`src/rtl/dp_pkg.sv`:
```
// Shared datapath definitions: word and register-address types used by the
// operand stage, the shifter and the ALU.
package dp_pkg;

  localparam int unsigned WORD_W     = 16;
  localparam int unsigned REG_ADDR_W = 3;

  typedef logic [WORD_W-1:0]     word_t;
  typedef logic [REG_ADDR_W-1:0] regaddr_t;

endpackage

```
`src/rtl/regfile.sv`:
```
// General-purpose register file: synchronous-reset storage, one-hot write
// decode and two independent combinational read ports.
module regfile
  import dp_pkg::*;
#(
  parameter int unsigned WIDTH = WORD_W,
  parameter int unsigned NREGS = 1 << REG_ADDR_W,
  localparam int unsigned AW   = $clog2(NREGS)
) (
  input  logic             clk,
  input  logic             rst_n,
  input  logic [WIDTH-1:0] data_in,
  input  logic [AW-1:0]    writenum,
  input  logic             write,
  input  logic [AW-1:0]    readnum_a,
  input  logic [AW-1:0]    readnum_b,
  output logic [WIDTH-1:0] rd_a_raw,
  output logic [WIDTH-1:0] rd_b_raw
);

  logic [WIDTH-1:0] mem_q [NREGS];
  logic [NREGS-1:0] wr_en;

  // One-hot write decode; all zero when no write is requested.
  always_comb begin
    wr_en = '0;
    if (write) begin
      wr_en[writenum] = 1'b1;
    end
  end

  // Per-register storage; reset clears every entry, including R0.
  for (genvar i = 0; i < NREGS; i++) begin : g_reg
    always_ff @(posedge clk) begin
      if (!rst_n) begin
        mem_q[i] <= '0;
      end else if (wr_en[i]) begin
        mem_q[i] <= data_in;
      end
    end
  end

  // Read ports see only committed contents; forwarding lives in the parent.
  assign rd_a_raw = mem_q[readnum_a];
  assign rd_b_raw = mem_q[readnum_b];

endmodule

```
`src/rtl/regfile_operand_stage.sv`:
```
// Operand stage: register file plus the A (ALU) and B (shifter) operand
// latches, with write-first forwarding so a latch never captures stale data.
module regfile_operand_stage
  import dp_pkg::*;
#(
  parameter int unsigned WIDTH = WORD_W,
  parameter int unsigned NREGS = 1 << REG_ADDR_W,
  localparam int unsigned AW   = $clog2(NREGS)
) (
  input  logic             clk,
  input  logic             rst_n,
  input  logic [WIDTH-1:0] data_in,
  input  logic [AW-1:0]    writenum,
  input  logic             write,
  input  logic [AW-1:0]    readnum_a,
  input  logic [AW-1:0]    readnum_b,
  input  logic             loada,
  input  logic             loadb,
  output logic [WIDTH-1:0] A_out,
  output logic [WIDTH-1:0] B_out
);

  logic [WIDTH-1:0] rd_a_raw, rd_b_raw;
  logic [WIDTH-1:0] rd_a, rd_b;
  logic [WIDTH-1:0] a_q, b_q;

  regfile #(
    .WIDTH (WIDTH),
    .NREGS (NREGS)
  ) u_regfile (
    .clk       (clk),
    .rst_n     (rst_n),
    .data_in   (data_in),
    .writenum  (writenum),
    .write     (write),
    .readnum_a (readnum_a),
    .readnum_b (readnum_b),
    .rd_a_raw  (rd_a_raw),
    .rd_b_raw  (rd_b_raw)
  );

  // Bypass: a write landing on the same edge as a load to that index wins.
  always_comb begin
    rd_a = rd_a_raw;
    rd_b = rd_b_raw;
    if (write && (writenum == readnum_a)) begin
      rd_a = data_in;
    end
    if (write && (writenum == readnum_b)) begin
      rd_b = data_in;
    end
  end

  // Operand latches; reset dominates the load enables.
  always_ff @(posedge clk) begin
    if (!rst_n) begin
      a_q <= '0;
      b_q <= '0;
    end else begin
      if (loada) a_q <= rd_a;
      if (loadb) b_q <= rd_b;
    end
  end

  assign A_out = a_q;
  assign B_out = b_q;

endmodule
```
`config.mk`:
```
export PLATFORM = sky130hd
export DESIGN_NAME = regfile_operand_stage
export DESIGN_NICKNAME = d
export VERILOG_FILES = /design/src/rtl/dp_pkg.sv /design/src/rtl/regfile.sv /design/src/rtl/regfile_operand_stage.sv
export SDC_FILE = /design/constraint.sdc
export NUM_CORES = 1
export LEC_CHECK = 0
export ABC_AREA = 1
export BUFFER_PORTS_ARGS = -buffer_cell sky130_fd_sc_hd__buf_4
export CORE_MARGIN = 3
export CORE_UTILIZATION = 35
export DETAILED_ROUTE_END_ITERATION = 8
export GPL_ROUTABILITY_DRIVEN = 0
export PLACE_DENSITY = 0.6
export SYNTH_ARGS = -nofsm -noshare
export SYNTH_HDL_FRONTEND = slang
export SYNTH_HIERARCHICAL = 1
export SYNTH_SLANG_ARGS = --single-unit
```
`constraint.sdc`:
```
create_clock -name clk -period 2.65 [get_ports clk]
set_input_delay 0.53 -clock clk [delete_from_list [all_inputs] [get_ports clk]]
set_output_delay 0.53 -clock clk [all_outputs]
set_load 0.005 [all_outputs]
```
# After elaboration in Yosys (flattened, before gate mapping)
# Memories as Yosys holds them, arrays and structs flattened.
# Index checks and enable logic that the tools add are counted.
# W data, S select, Z words.
op_classes:
  magnitude_cmp: 2
  n_eq_ne: 2
  muxes: 38
  bitwise_logic: 8
  n_reduce_logical: 3
ops:
  columns: ["op", "n"]
  rows:
  - ["$mux W16", 10]
  - ["$mux W1", 26]
  - ["$mux W8", 1]
  - ["$or A1 B1 Y1", 8]
  - ["$eq A3 B3 Y1", 2]
  - ["$lt A3 B4 Y1 const B", 1]
  - ["$demux W1 S3", 1]
  - ["$ge A3 B1 Y1 const B", 1]
  - ["$logic_and A1 B1 Y1", 3]
totals:
  ff_bits: 32
  ramBits: 128
  inputBits: 30
  elab_cells: 56
  memories: 1
memory_table:
  columns: ["memory", "depth", "width", "rd", "rd_clocked_by_memory_dff", "write_ports", "line_no", "rtl"]
  rows:
  - ["u_regfile.mem_q", 8, 16, 2, 0, 8, "regfile.sv:21", "logic [WIDTH-1:0] mem_q [NREGS];"]

# Logic depth before layout (Yosys ltp)
# Gate-level depths: netlist of the first run.
depth:
  ltp_word: 9
  ltp_mapped: 11
  mapped_depth_nobuf: 10

# By module
# Netlist of the first run, hierarchy kept.
by_module_without_submodules:
  columns: ["module", "instances", "cells_per_inst", "area_each_um2"]
  rows:
  - ["regfile", 1, 1040, 7704.9]
  - ["regfile_operand_stage", 1, 303, 1878.1]

# Worst setup path after synthesis of the first run
# Ideal clock, no wire load.
synth_timing:
  path_kind: "in2reg"
  startpoint: "in write"
  endpoint: "mem u_regfile/mem_q[7][0] (netlist bit) (enable)"
  arrival_ns: 1.791
  required_time_ns: 2.239
  setup_slack_ns: 0.448
  path_stages: 2
  n_path_buf: 0
  path_cell_list: "nand2_1 -> o21ai_0"
synth_lines:
  columns: ["element", "line_no", "rtl"]
  rows:
  - ["start: declaration", "regfile_operand_stage.sv:14", "input logic write,"]
  - ["end: declaration", "regfile.sv:21", null]

# Worst setup path in the final report of the first run
layout_timing:
  startpoint: "in writenum[0]"
  endpoint: "reg a_q[14], in the netlist A_out[14]"
layout_via:
  elab_chain_cells: 3
layout_lines:
  columns: ["element", "line_no", "rtl"]
  rows:
  - ["start: declaration", "regfile_operand_stage.sv:13", "input logic [AW-1:0] writenum,"]
  - ["$eq A3 B3 Y1", "regfile_operand_stage.sv:46", "if (write && (writenum == readnum_a)) begin"]
  - ["$logic_and A1 B1 Y1", "regfile_operand_stage.sv:46", null]
  - ["$mux W16", "regfile_operand_stage.sv:46", null]
  - ["end signal: assignment", "regfile_operand_stage.sv:60", "if (loada) a_q <= rd_a;"]
  - ["end: declaration", "regfile_operand_stage.sv:25", "logic [WIDTH-1:0] a_q, b_q;"]
# Every way passes these cells.
# A chain may end at the register's enable or synchronous reset.

==> results of run 1 <==
-- cell type report --
cell class | count | area share
Clock buffer | 19 | 0.0401
Multi-Input combinational cell | 917 | 0.364
Timing Repair Buffer | 85 | 0.0637
Sequential cell | 160 | 0.415
Clock inverter | 13 | 0.0107
Tap cell | 335 | 0.0388
Inverter | 195 | 0.0678
-- flip-flops by register name (all words and copies together), names as in the netlist --
| signal | flops |
|---|---|
| u_regfile/mem_q | 128 |
| A_out | 16 |
| B_out | 16 |
-- worst min-delay path, cell delays in order --
cell and delay [ps]:
buf_4 100, nand3_1 70, nand3_1 80, nand2_1 40, inv_1 40
-- cells by family after synthesis --
group / count (synthesis) / share of synthesized area
AND/OR/NAND/NOR: 916 / 0.409
flip-flops: 160 / 0.468
AO/OA/AOI/OAI: 1 / 0.000522
buffers and inverters: 266 / 0.122
-- metrics by stage --
step | setup WS (ps) | util | cell area (µm²) | hold WS, ps | power (mW)
finish | 1010 | 0.408 | 10800 | 466 | 6.40
global route | 862 | 0.408 | 10800 | 475 | 6.68
CTS | 1040 | 0.408 | 10800 | 453 | 6.41
detailed placement | 585 | 0.387 | 10300 | 542 | 4.09
global placement | 612 | 0.387 | 10300 | 543 | 4.08
floorplan | 448 | - | 9580 | 540 | 3.68
-- worst min-delay path by stage --
stage,startpoint,end,slack [ps],depth (start not counted)
6_report,data_in[8],B_out[8],470,5
5_1_grt,data_in[8],B_out[8],480,5
4_1_cts,data_in[8],B_out[8],450,5
3_5_place_dp,B_out[2],B_out[2],540,4
3_3_place_gp,B_out[6],B_out[6],540,4
2_1_floorplan,A_out[0],A_out[0],540,4
-- layer usage --
layer / global-route usage / wire [µm] / share of wire / up-vias
li1: - / - / - / 4188
met1: 0.293 / 13100 / 0.42 / 3960
met2: 0.338 / 13900 / 0.45 / 453
met3: 0.0568 / 3340 / 0.11 / 42
met4: 0.0616 / 669 / 0.022 / 0
met5: 0 / 0 / 0 / -
-- cells in the final DEF, fill, tap and decap left out, drive strengths merged --
cell type | Yosys | final
clkinvlp | 0 | 5
o21ai | 1 | 1
clkinv | 0 | 5
nand2 | 514 | 514
bufinv | 0 | 1
edfxtp | 128 | 128
inv | 195 | 197
clkbuf | 22 | 19
dfxtp | 32 | 32
nand3 | 200 | 200
nor2 | 202 | 202
buf | 46 | 85
-- power by group --
part	leakage [nW]	total, mW	switching [mW]	internal [mW]
Clock	0.251	2.34	1.05	1.29
Sequential	1.50	2.94	0.0580	2.88
Combinational	3.73	1.11	0.771	0.344
==> run summary, run 1 <==
Final antenna-violating net count: 0
Core area: 0.0265 mm²
Reg2reg end: B_out[14]
Setup crit start: writenum[0]
Crit-path max cell delay: 400 ps
Critical Setup Path Class: input pin to flip-flop
CTS H-tree depth: 4
# hold bufs at CTS: 0
I/O pin total: 62
Crit Reg-Reg Startpoint: u_regfile/mem_q[5][14]
Initial Utilization: 0.362
Critical Path RT: 2990 ps
Overflow after GRT: 0
Max-Cap Viols: 0
RSZ-0062 raised after global routing: false
Die X: 171 µm
First-pass GRT wire length: 47500 µm
DRC viols: 0
Top cells by area, synth: edfxtp_1 40%, nand2_1 20%, nand3_1 10%, inv_1 7.4%, nor2_1 7.1%
Area of the multi-input gates: 0.00393 mm²
Post-synth top cells: 508 x nand2_1, 192 x nand3_1, 188 x inv_1, 181 x nor2_1, 128 x edfxtp_1
Buf/Inv on CP: 3
Crit path capture: A_out[14]
Critical Path Stages: 9
Avg WL per Cell: 18.0 µm
Post-CTS Resized: 0
Synthesis Warnings: 6
Via-to-Cell Ratio: 5.01
Slew margin rel.: 0.483
N_diodes: 0
Clk root buf: clkbuf_16
Die H: 171 µm
CP top delay family: simple AND/OR/NAND/NOR gates
Clock Skew: 11.4 ps
Initial antenna violation count: 0
# port buffers: 61
EDFF count, synth: 128
Final hold violations: 0
CP cell instances: buf_4 -> inv_1 -> nor2_1 -> nor2_4 -> nand2_4 -> nand2_1 -> nand3_1 -> nand2_1 -> inv_1
Post-layout min period: 1640 ps
Slowest cell on crit path: nor2_4
Max Root-Sink Buffers: 2
Status: completed
Final worst-path cycle share: 0.617
Number of buffers created by CTS: 17
Synth Area per Inst: 7.14 µm²
Critical Path End Type: flip-flop
Async SR Flop Fraction: 0
Prevailing post-synth register cell: edfxtp_1
Mapped Cells: 1343
Count leader, synth: nand2_1
R2R cell count: 10
Routed WL: 31100 µm
Layout area overhead: 12.7%
Register area share after synthesis: 0.468
DR iter-0 viols: 1374
Worst skew pair latency: 430 ps
Max Slew Vio Count: 0
CP arrival: 1970 ps
Total track usage: 0.215
Post-Synthesis Cell Area: 0.00958 mm²
Setup crit start kind: input pin
Post-Place Cells: 1692
Yosys top cell area share: 0.401
Via count: 8643
Fillers: 2717
Crit-path max FO: 17
Syn_nets: 1373
Fin Setup TNS: 0 ps
Hold Path Class: input pin to flip-flop
Worst vdd ir: 0.449 mV
Pwr/cell area: 592 mW/mm²
Seq cells post-synth: 160
Vias in the first global route: 8112
Leakage: 5.48 nW
Fin cells: 1724
Fraction of layout cells with a size suffix above 1: 0.112
Row count: 59
Num Clock Sinks: 160
Die area: 0.0294 mm²
Clk slew on worst S/H paths: 70 ps
Maximum clock rate: 611 MHz
Reg2reg setup slack: 1330 ps
Synth area leader: edfxtp_1
Netlist cell types: 20
Router iterations before antenna repair: 6
CTS tree: built
Nets: 1406
Largest net degree at the start of global routing: 67
Storage cell area: 0.00448 mm²
Setup violators final: 0
DP HPWL: 20400 µm
Worst Tran Pin Value: 775 ps
Postcts setup bufs: 0
(Power assumes the default switching activity.)
==> run 2: changes to the inputs <==
- ABC_AREA: 1 -> 0
- PLACE_DENSITY: 0.6 -> 0.62
- clock period: 2.65 -> 1.4 ns (I/O delays scaled with it)
==> run 2 against run 1 <==
Compared with the run above: the flow now finishes with violations (negative setup slack); power increased by 96%; first-iteration DRC count decreased by 44%; clock-buffer cell count decreased by 1; flip-flop and latch count unchanged; sequential power is 92% higher; routed wire length decreased by 23%; global-route usage decreased by 3.0 points; critical path depth is 5 lower; core utilization rose by 3.6 points; critical endpoint is now A_out[11].
==> run summary, run 2 <==
I/O pin total: 62
# hold bufs at CTS: 0
Row count: 57
Via-to-Cell Ratio: 5.81
Status: finished with violations
CTS tree: built
DR iter-0 viols: 766
Reg2reg end: A_out[11]
Synthesis Warnings: 6
Max Root-Sink Buffers: 2
Die X: 164 µm
Setup violators final: 32
Vias in the first global route: 6302
CTS H-tree depth: 4
First-pass GRT wire length: 37600 µm
Total track usage: 0.185
Fillers: 2210
Yosys top cell area share: 0.441
Final hold violations: 0
Pwr/cell area: 1160 mW/mm²
CP arrival: 1810 ps
Worst skew pair latency: 430 ps
Clock Skew: 4.94 ps
Reg2reg setup slack: -110 ps
Via count: 6177
Slowest cell on crit path: mux4_2
Initial antenna violation count: 0
Top cells by area, synth: edfxtp_1 44%, mux4_1 17%, dfxtp_1 7.3%, nor3_1 7.3%, mux2_2 4.1%
Seq cells post-synth: 160
Nets: 756
Maximum clock rate: 661 MHz
Initial Utilization: 0.357
Largest register FFs: 128
Async SR Flop Fraction: 0
Setup crit start: u_regfile/mem_q[7][11]
Prevailing post-synth register cell: edfxtp_1
Worst Tran Pin Value: 1130 ps
Routed WL: 24100 µm
Clk root buf: clkbuf_16
Slew margin rel.: 0.244
Crit-path max FO: 2
Synth Area per Inst: 13.5 µm²
Commonest cells after routing, fill and taps aside: 128 x nor3_1, 128 x edfxtp_1, 114 x buf_4, 64 x mux4_2
Leakage: 3.65 nW
Crit Reg-Reg Startpoint: u_regfile/mem_q[7][11]
Netlist cell types: 27
Overflow after GRT: 0
Final WS setup: -113 ps
Post-Place Cells: 1031
Number of buffers created by CTS: 17
Register area share after synthesis: 0.514
Synth area leader: edfxtp_1
Syn_nets: 675
Setup crit start kind: flip-flop
Worst vdd ir: 0.746 mV
Largest register by flop count: u_regfile/mem_q
Crit path capture: A_out[11]
Num Clock Sinks: 160
Die H: 164 µm
Post-synth top cells: 128 x edfxtp_1, 128 x nor3_1, 56 x mux4_1, 41 x clkbuf_1, 40 x o21ai_0
Largest net degree at the start of global routing: 37
EDFF count, synth: 128
Clk slew on worst S/H paths: 60 ps
Fin cells: 1063
Avg WL per Cell: 22.6 µm
Hold Path Class: input pin to flip-flop
N_diodes: 0
Critical Path RT: 1690 ps
Die area: 0.0268 mm²
Mapped Cells: 645
DRC viols: 0
Crit-path max cell delay: 490 ps
Postcts setup bufs: 0
Total power draw: 12.5 mW
Layout area overhead: 24.2%
DP HPWL: 16800 µm
Critical Path End Type: flip-flop
Final worst-path cycle share: 1.08
Failing checks: negative setup slack
Router iterations before antenna repair: 5
RSZ-0062 raised after global routing: true
Fraction of layout cells with a size suffix above 1: 0.413
Final antenna-violating net count: 0
Post-Synthesis Cell Area: 0.00872 mm²
Max-Cap Viols: 0
Post-layout min period: 1510 ps
Place WS: -508 ps
R2R cell count: 4
Max Slew Vio Count: 0
Critical Setup Path Class: flip-flop to flip-flop
# port buffers: 61
CP cell instances: mux4_2 -> mux2_4 -> o41ai_2 -> a31oi_1
Core area: 0.0244 mm²
-- run 2: cell count changes in the layout (fill, tap and decap cells not counted), sizes merged, moves of 39 or more --
cell   before  now
nand2     514    2
nor2      202    0
nand3     200    1
inv       197    3
nor3        0  128
mux4        0   64
buf        85  134
o21ai       1   40
-- run 2: report_power, final --
group / total, mW / internal (mW) / switching (mW)
sequential: 5.64 / 5.47 / 0.171
combinational: 2.34 / 1.14 / 1.20
clock: 4.54 / 2.62 / 1.92
total: 12.5 / 9.23 / 3.29
-- run 2: what timing repair did --
item | in CTS | in global routing
gates resized for setup | 46 | 16
endpoints found under the hold margin | 0 | 0
setup endpoints to repair | 32 | 32
pin swaps | 21 | 28
-- run 2: final cells by class --
type	instances	area, µm²	area share
Sequential cell	160	4480	0.414
Multi-Input combinational cell	396	4050	0.374
Timing Repair Buffer	134	1260	0.116
Clock buffer	18	429	0.0396
Tap cell	324	405	0.0374
Clock inverter	14	141	0.0131
Inverter	17	63.8	0.00589
-- run 2: stage by stage --
stage	instance area (µm²)	TNS, ps	utilization	hold slack [ps]
4_1_cts	10700	-2560	0.439	229
3_5_place_dp	9930	-32980	0.407	515
6_report	10800	-2450	0.444	250
3_3_place_gp	9930	-31350	0.407	522
2_1_floorplan	8690	-33490	-	418
5_1_grt	10800	-3940	0.444	251
-- run 2: per-layer routing --
| metal | wire, µm | global-route usage | vias up | part of all wire |
|---|---|---|---|---|
| li1 | - | - | 2782 | - |
| met1 | 10200 | 0.244 | 3161 | 0.42 |
| met2 | 12300 | 0.322 | 221 | 0.51 |
| met3 | 1440 | 0.0305 | 13 | 0.060 |
| met4 | 169 | 0.0411 | 0 | 0.0070 |
| met5 | 0 | 0 | - | 0 |
-- run 2: worst min path at each step --
stage                        start   endpoint  slack (ps)  cells after the start
final                        loadb   B_out[3]         250                      2
after global routing         loadb   B_out[1]         250                      2
after CTS                    loadb  B_out[15]         230                      2
after detailed placement  B_out[7]   B_out[7]         510                      2
after global placement    B_out[2]   B_out[2]         520                      2
after floorplan              rst_n  A_out[10]         420                      2
-- run 2: cell families (layout without fill, tap and decap cells) --
| family | after synthesis | in the layout | synth area share |
|---|---|---|---|
| and+or+nand+nor | 184 | 184 | 0.113 |
| muxes | 96 | 96 | 0.231 |
| xor gates and xnor gates | 12 | 12 | 0.0155 |
| AOI/OAI and AO/OA | 104 | 104 | 0.0781 |
| DFF | 160 | 160 | 0.514 |
| buffers and inverters | 89 | 183 | 0.0484 |
-- run 2: worst max-delay path: cells and delay by family (launching register included) --
family,cells,cell delay (ps)
mux,2,770
compound gates,2,190
flops,1,420
